==> src/rtl/muldiv_unit_if.sv <==
// rtl/muldiv_unit_if.sv - EX-stage handshake bundle between the pipeline and the HI/LO multiply/divide unit
interface muldiv_unit_if #(
    parameter int DATA_WIDTH = 32
);
    logic                  Start;
    logic [2:0]            Op;
    logic [DATA_WIDTH-1:0] A;
    logic [DATA_WIDTH-1:0] B;
    logic                  Flush;
    logic                  Busy;
    logic                  Done;
    logic                  Stall;
    logic                  DivByZero;
    logic [DATA_WIDTH-1:0] HI;
    logic [DATA_WIDTH-1:0] LO;

    modport master (
        output Start, Op, A, B, Flush,
        input  Busy, Done, Stall, DivByZero, HI, LO
    );

    modport slave (
        input  Start, Op, A, B, Flush,
        output Busy, Done, Stall, DivByZero, HI, LO
    );
endinterface

==> src/rtl/muldiv_unit.sv <==
// rtl/muldiv_unit.sv - iterative MULT/MULTU/DIV/DIVU unit with HI/LO registers and MTHI/MTLO writes
module muldiv_unit #(
    parameter int DATA_WIDTH = 32
) (
    input  logic         clk,
    input  logic         reset,
    muldiv_unit_if.slave bus
);
    localparam int W  = DATA_WIDTH;
    localparam int CW = $clog2(DATA_WIDTH);

    localparam logic [1:0] S_IDLE = 2'd0;
    localparam logic [1:0] S_RUN  = 2'd1;
    localparam logic [1:0] S_SIGN = 2'd2;

    logic [1:0]     state_q, state_d;
    logic [CW-1:0]  cnt_q, cnt_d;
    logic [2*W-1:0] acc_q, acc_d;
    logic [W-1:0]   opd_q, opd_d;
    logic           is_div_q, is_div_d;
    logic           neg_q, neg_d;
    logic           neg_rem_q, neg_rem_d;
    logic           div0_q, div0_d;
    logic [W-1:0]   hi_q, hi_d;
    logic [W-1:0]   lo_q, lo_d;
    logic           done_q, done_d;
    logic           dbz_q, dbz_d;

    logic           a_neg, b_neg;
    logic [W-1:0]   a_mag, b_mag;
    logic [W:0]     mul_sum;
    logic [2*W-1:0] mul_next;
    logic [W:0]     div_shift, div_diff;
    logic [2*W-1:0] div_next;
    logic [2*W-1:0] prod_s;
    logic [W-1:0]   quo_s, rem_s;

    // Op[0]=0 selects the signed flavour of MULT/DIV.
    assign a_neg = ~bus.Op[0] & bus.A[W-1];
    assign b_neg = ~bus.Op[0] & bus.B[W-1];
    assign a_mag = a_neg ? -bus.A : bus.A;
    assign b_mag = b_neg ? -bus.B : bus.B;

    // Multiply: multiplier sits in the low half and shifts out as the product shifts in.
    assign mul_sum  = {1'b0, acc_q[2*W-1:W]} + (acc_q[0] ? {1'b0, opd_q} : {(W+1){1'b0}});
    assign mul_next = {mul_sum, acc_q[W-1:1]};

    // Divide: remainder in the high half, dividend bits shift into it, quotient bits fill the low half.
    assign div_shift = acc_q[2*W-1:W-1];
    assign div_diff  = div_shift - {1'b0, opd_q};
    assign div_next  = div_diff[W] ? {div_shift[W-1:0], acc_q[W-2:0], 1'b0}
                                   : {div_diff[W-1:0],  acc_q[W-2:0], 1'b1};

    assign prod_s = neg_q     ? -acc_q           : acc_q;
    assign quo_s  = neg_q     ? -acc_q[W-1:0]    : acc_q[W-1:0];
    assign rem_s  = neg_rem_q ? -acc_q[2*W-1:W]  : acc_q[2*W-1:W];

    always_comb begin
        state_d   = state_q;
        cnt_d     = cnt_q;
        acc_d     = acc_q;
        opd_d     = opd_q;
        is_div_d  = is_div_q;
        neg_d     = neg_q;
        neg_rem_d = neg_rem_q;
        div0_d    = div0_q;
        hi_d      = hi_q;
        lo_d      = lo_q;
        done_d    = 1'b0;
        dbz_d     = dbz_q;
        if (bus.Flush) begin
            state_d = S_IDLE;
            cnt_d   = '0;
        end else begin
            case (state_q)
                S_IDLE: begin
                    if (bus.Start && !bus.Op[2]) begin
                        state_d   = S_RUN;
                        cnt_d     = '0;
                        is_div_d  = bus.Op[1];
                        acc_d     = {{W{1'b0}}, (bus.Op[1] ? a_mag : b_mag)};
                        opd_d     = bus.Op[1] ? b_mag : a_mag;
                        neg_d     = a_neg ^ b_neg;
                        neg_rem_d = a_neg;
                        div0_d    = (bus.B == '0);
                    end else if (bus.Start && bus.Op[1:0] == 2'b00) begin
                        hi_d = bus.A;
                    end else if (bus.Start && bus.Op[1:0] == 2'b01) begin
                        lo_d = bus.A;
                    end
                end
                S_RUN: begin
                    acc_d = is_div_q ? div_next : mul_next;
                    cnt_d = cnt_q + CW'(1);
                    if (cnt_q == CW'(W - 1)) begin
                        state_d = S_SIGN;
                    end
                end
                S_SIGN: begin
                    state_d = S_IDLE;
                    done_d  = 1'b1;
                    dbz_d   = is_div_q & div0_q;
                    // With a zero divisor the remainder path already reproduces A; only LO is forced.
                    if (is_div_q) begin
                        hi_d = rem_s;
                        lo_d = div0_q ? {W{1'b1}} : quo_s;
                    end else begin
                        {hi_d, lo_d} = prod_s;
                    end
                end
                default: state_d = S_IDLE;
            endcase
        end
    end

    always_ff @(posedge clk) begin
        if (reset) begin
            state_q   <= S_IDLE;
            cnt_q     <= '0;
            acc_q     <= '0;
            opd_q     <= '0;
            is_div_q  <= 1'b0;
            neg_q     <= 1'b0;
            neg_rem_q <= 1'b0;
            div0_q    <= 1'b0;
            hi_q      <= '0;
            lo_q      <= '0;
            done_q    <= 1'b0;
            dbz_q     <= 1'b0;
        end else begin
            state_q   <= state_d;
            cnt_q     <= cnt_d;
            acc_q     <= acc_d;
            opd_q     <= opd_d;
            is_div_q  <= is_div_d;
            neg_q     <= neg_d;
            neg_rem_q <= neg_rem_d;
            div0_q    <= div0_d;
            hi_q      <= hi_d;
            lo_q      <= lo_d;
            done_q    <= done_d;
            dbz_q     <= dbz_d;
        end
    end

    assign bus.Busy      = (state_q != S_IDLE);
    assign bus.Done      = done_q;
    assign bus.Stall     = bus.Start & bus.Busy & ~bus.Flush;
    assign bus.DivByZero = dbz_q;
    assign bus.HI        = hi_q;
    assign bus.LO        = lo_q;
endmodule

==> src/flat_wrapper.sv <==
// flat-port wrapper written by rule: the top's interface ports become plain ports
module muldiv_unit_flat 
#(
    parameter int DATA_WIDTH = 32
)
  (clk, reset, bus_Start, bus_Op, bus_A, bus_B, bus_Flush, bus_Busy, bus_Done, bus_Stall, bus_DivByZero, bus_HI, bus_LO);
  muldiv_unit_if #(.DATA_WIDTH(DATA_WIDTH)) bus_i ();
  input  logic clk;
  input  logic reset;
  input wire logic [$bits(bus_i.Start)-1:0] bus_Start;
  input wire logic [$bits(bus_i.Op)-1:0] bus_Op;
  input wire logic [$bits(bus_i.A)-1:0] bus_A;
  input wire logic [$bits(bus_i.B)-1:0] bus_B;
  input wire logic [$bits(bus_i.Flush)-1:0] bus_Flush;
  output wire logic [$bits(bus_i.Busy)-1:0] bus_Busy;
  output wire logic [$bits(bus_i.Done)-1:0] bus_Done;
  output wire logic [$bits(bus_i.Stall)-1:0] bus_Stall;
  output wire logic [$bits(bus_i.DivByZero)-1:0] bus_DivByZero;
  output wire logic [$bits(bus_i.HI)-1:0] bus_HI;
  output wire logic [$bits(bus_i.LO)-1:0] bus_LO;
  assign bus_i.Start = bus_Start;
  assign bus_i.Op = bus_Op;
  assign bus_i.A = bus_A;
  assign bus_i.B = bus_B;
  assign bus_i.Flush = bus_Flush;
  assign bus_Busy = bus_i.Busy;
  assign bus_Done = bus_i.Done;
  assign bus_Stall = bus_i.Stall;
  assign bus_DivByZero = bus_i.DivByZero;
  assign bus_HI = bus_i.HI;
  assign bus_LO = bus_i.LO;
  muldiv_unit #(.DATA_WIDTH(DATA_WIDTH)) u_core (.clk(clk), .reset(reset), .bus(bus_i));
endmodule
==> config.mk <==
export PLATFORM = sky130hd
export DESIGN_NAME = muldiv_unit_flat
export DESIGN_NICKNAME = d
export VERILOG_FILES = /design/src/rtl/muldiv_unit_if.sv /design/src/rtl/muldiv_unit.sv /design/src/flat_wrapper.sv
export SDC_FILE = /design/constraint.sdc
export NUM_CORES = 1
export LEC_CHECK = 0
export ABC_AREA = 1
export ABC_CLOCK_PERIOD_IN_PS = 2670
export CAP_MARGIN = 30
export CORE_AREA = 2 2 186 188
export DETAILED_ROUTE_END_ITERATION = 10
export DIE_AREA = 0 0 188 190
export PLACE_DENSITY = 0.78
export SYNTH_ARGS = -nofsm -noshare
export SYNTH_HDL_FRONTEND = slang
export SYNTH_SLANG_ARGS = --single-unit
==> constraint.sdc <==
create_clock -name clk -period 2.67 [get_ports clk]
set_input_delay 0.267 -clock clk [delete_from_list [all_inputs] [get_ports clk]]
set_output_delay 0.267 -clock clk [all_outputs]
set_load 0.005 [all_outputs]
==> key figures <==
Die
  • Die Span X: 188 um
  • Core ar.: 33950 um2
  • Core Rows: 68
  • Starting Density: 54.01%
  • Die height: 190 um
  • Io pins: 139
  • Die area: 35720 um2

Place
  • Setup slack at placement: -0.002581 ns
  • HPWL Detailed: 67.23 mm
  • GPL Wtd Cong: 1.095
  • Port bufs: 138

Job
  • Max_cap viols: 0

Yosys
  • Synth Area per Inst: 5.435 um2
  • Syn. warnings: 0
  • Cell variety after synth: 53
  • Synthesized area: 18330 um2
  • Yosys top cell by area: nand2_1
  • Cell count after synthesis: 3373
  • Post-synthesis async set-or-reset flop share: 0%
  • Synth area leaders: nand2_1, dfxtp_1, inv_1
  • Ys flop type: dfxtp_1
  • Syn Nets: 3516
  • FF+latch count, synth: 173
  • Synth top area share: 20.02%
  • Register area share after synthesis: 18.89%
  • Post-synth EDFFs: 0

Clock tree
  • Max Root-Sink Buffers: 2
  • Total CTS buffers: 17
  • Clock latency on the worst-skew pair: 0.47 ns
  • Clk pin slew, worst setup/hold paths: 0.08 ns
  • CTS H-tree depth: 4
  • Clk sinks: 173
  • CTS Hold Bufs: 0
  • CTS tree: built
  • CTS root buf: clkbuf_16

Outcome
  • Status: completed

Detailed routing
  • Vias: 23720
  • Drt wl/cell: 20.73 um
  • Detailed Routing Iterations Pass 1: 7
  • Final WL: 83.09 mm
  • Post-route ant nets: 0
  • # DRC: 0
  • Drt first-iter violations: 3225
  • Vias per cell: 5.919

GRT
  • Grt ovf: 0
  • GRT met3 Usage: 9.629%
  • Busiest layer in global routing: met2
  • First-pass GRT wire length: 125.1 mm
  • Initial antenna violation count: 0
  • Global Route Usage Sum: 45.56%
  • Vias in the first global route: 21870
  • Met1 Use GR: 58.02%
  • Largest net degree at the start of global routing: 64
  • Met2 usage in global routing: 69.09%

Power
  • Peak VDD IR: 0.5377 mV
  • Static leakage: 11.17 nW
  • Pwr/cell area: 380.6 nW/um2

Layout
  • Commonest non-fill, non-tap cell in the layout: nand2_1
  • Final nets: 3683
  • Final core utilization: 63.62%
  • Share of layout cells above drive strength 1: 7.599%
  • Commonest cells after routing, fill and taps aside: nand2_1, inv_1, nor2_1
  • ANT cells: 0
  • Area growth syn-to-layout: 17.80%

Critical path
  • R2r startpoint: u_core.acc_q[0]
  • R2R cell count: 15
  • RR Endpoint: u_core.acc_q[44]
  • CP Data Required Time: 3.01 ns
  • Crit path launch type: flip-flop
  • Setup Crit Path Kind: reg -> reg
  • Critical Path End Type: flip-flop
  • Crit-path max FO: 17
  • Reg-to-reg slack, setup: 0.08 ns
  • CP arrival: 2.93 ns

Timing
  • Min Tclk post-route: 2.590 ns
  • Max-Slew Margin vs Limit: 51.56%
  • Final hold violations: 0
  • Post-Route Skew: 0.01225 ns
  • Fin crit share: 97.02%
  • Worst-Margin Slew: 0.7172 ns
  • RSZ-0062 raised after global routing: yes
  • Fmax: 0.3860 GHz
  • Final worst slack: 0.07960 ns
  • Final setup violation count: 0
  • Final Max Slew Viols: 0

Hold path
  • Worst Hold End: u_core.opd_q[9]
  • Min-delay worst type: in -> reg
  • Min-delay src: reset
  • WHS Path Cells: 3
[Yosys cell counts (all sizes together), types with 4 or more instances]
cell type / number
buf: 46
nor3: 39
a21o: 11
and2: 8
a21oi: 249
a22oi: 4
dfxtp: 173
nand2: 995
o211ai: 29
a31oi: 24
xor2: 55
clkbuf: 80
nand4: 46
inv: 522
o21ai: 269
nor2: 397
or2: 9
o31ai: 5
xnor2: 14
nand3b: 4
nand3: 285
o21bai: 9
ha: 70
o221ai: 6
[report_power, final]
part | internal [mW] | leakage, nW | switching (mW) | total [mW]
Clock | 1.25 | 0.286 | 1.33 | 2.58
Sequential | 2.68 | 1.41 | 0.111 | 2.79
Combinational | 0.961 | 9.48 | 1.89 | 2.85
[through the flow]
step | instance area (um2) | power (mW) | setup TNS [ns] | cells | hold slack [ns]
2_1_floorplan | 18330 | 4.548 | 0 | 3373 | 0.4251
3_3_place_gp | 20840 | 5.519 | 0 | 3974 | 0.4525
3_5_place_dp | 20840 | 5.543 | -0.002581 | 3974 | 0.4641
4_1_cts | 21420 | 8.051 | 0 | 4006 | 0.2809
5_1_grt | 21600 | 8.522 | -0.1103 | 4008 | 0.3044
6_report | 21600 | 8.219 | 0 | 4008 | 0.2931
[cell type report]
cell class | instances | area (um2)
clock buffers | 17 | 425.4
clock inverters | 15 | 148.9
fillers | 3412 | 12350
inverters | 525 | 1971
multi-input cells | 2549 | 12520
flip-flops and latches | 173 | 3470
well taps | 455 | 569.3
repair buffers | 274 | 2496
[registers in the layout, summed over array words and instances, names as in the netlist]
register / flops
u_core.cnt_q: 5
u_core.is_div_q: 1
u_core.neg_q: 1
u_core.div0_q: 1
u_core.bus.Done: 1
u_core.acc_q: 64
u_core.bus.LO: 32
u_core.state_q: 2
u_core.opd_q: 32
u_core.bus.HI: 32
u_core.bus.DivByZero: 1
u_core.neg_rem_q: 1
[metal layers]
| layer | up-vias | wire length [um] | share of wire (%) |
|---|---|---|---|
| li1 | 11110 | - | - |
| met1 | 10670 | 31720 | 38 |
| met2 | 1632 | 34630 | 42 |
| met3 | 316 | 10140 | 12 |
| met4 | 0 | 6599 | 7.9 |
| met5 | - | 0 | 0 |
[worst max-delay path, cell delays in order (launching register included)]
cell and delay (ns):
dfxtp_2 0.37, buf_8 0.19, nand2_1 0.13, inv_1 0.11, ha_1 0.27, nand2_1 0.11
inv_1 0.05, nand2_1 0.11, inv_1 0.05, a21oi_1 0.24, nand2_4 0.12, xor2_1 0.15
o21ai_0 0.33, inv_1 0.08, nand2_1 0.07, a21oi_1 0.06
[timing repair]
action / 4_1_cts / 5_1_grt
endpoints found under the setup margin: 0 / 37
resized for setup: 0 / 38
buffers inserted: 0 / 2
[worst max path at each step]
stage                                  end  cells after the start             start
after floorplan           u_core.acc_q[61]                     21   u_core.acc_q[0]
after global routing      u_core.acc_q[55]                     16   u_core.acc_q[0]
final                     u_core.acc_q[44]                     15   u_core.acc_q[0]
after CTS                 u_core.acc_q[32]                     13  u_core.opd_q[23]
after global placement    u_core.acc_q[31]                     11          bus_A[8]
after detailed placement  u_core.acc_q[28]                     16          bus_B[0]
[kinds of logic after synthesis]
| kind of cell | count (synthesis) | share of synthesized area, % |
|---|---|---|
| and+or+nand+nor | 1789 | 40.75 |
| DFF | 173 | 18.89 |
| buffers and inverters | 651 | 13.74 |
| xor gates and xnor gates | 69 | 3.296 |
| adders and majority gates | 72 | 4.996 |
| AOI/OAI and AO/OA | 619 | 18.33 |
(Power assumes the default switching activity.)
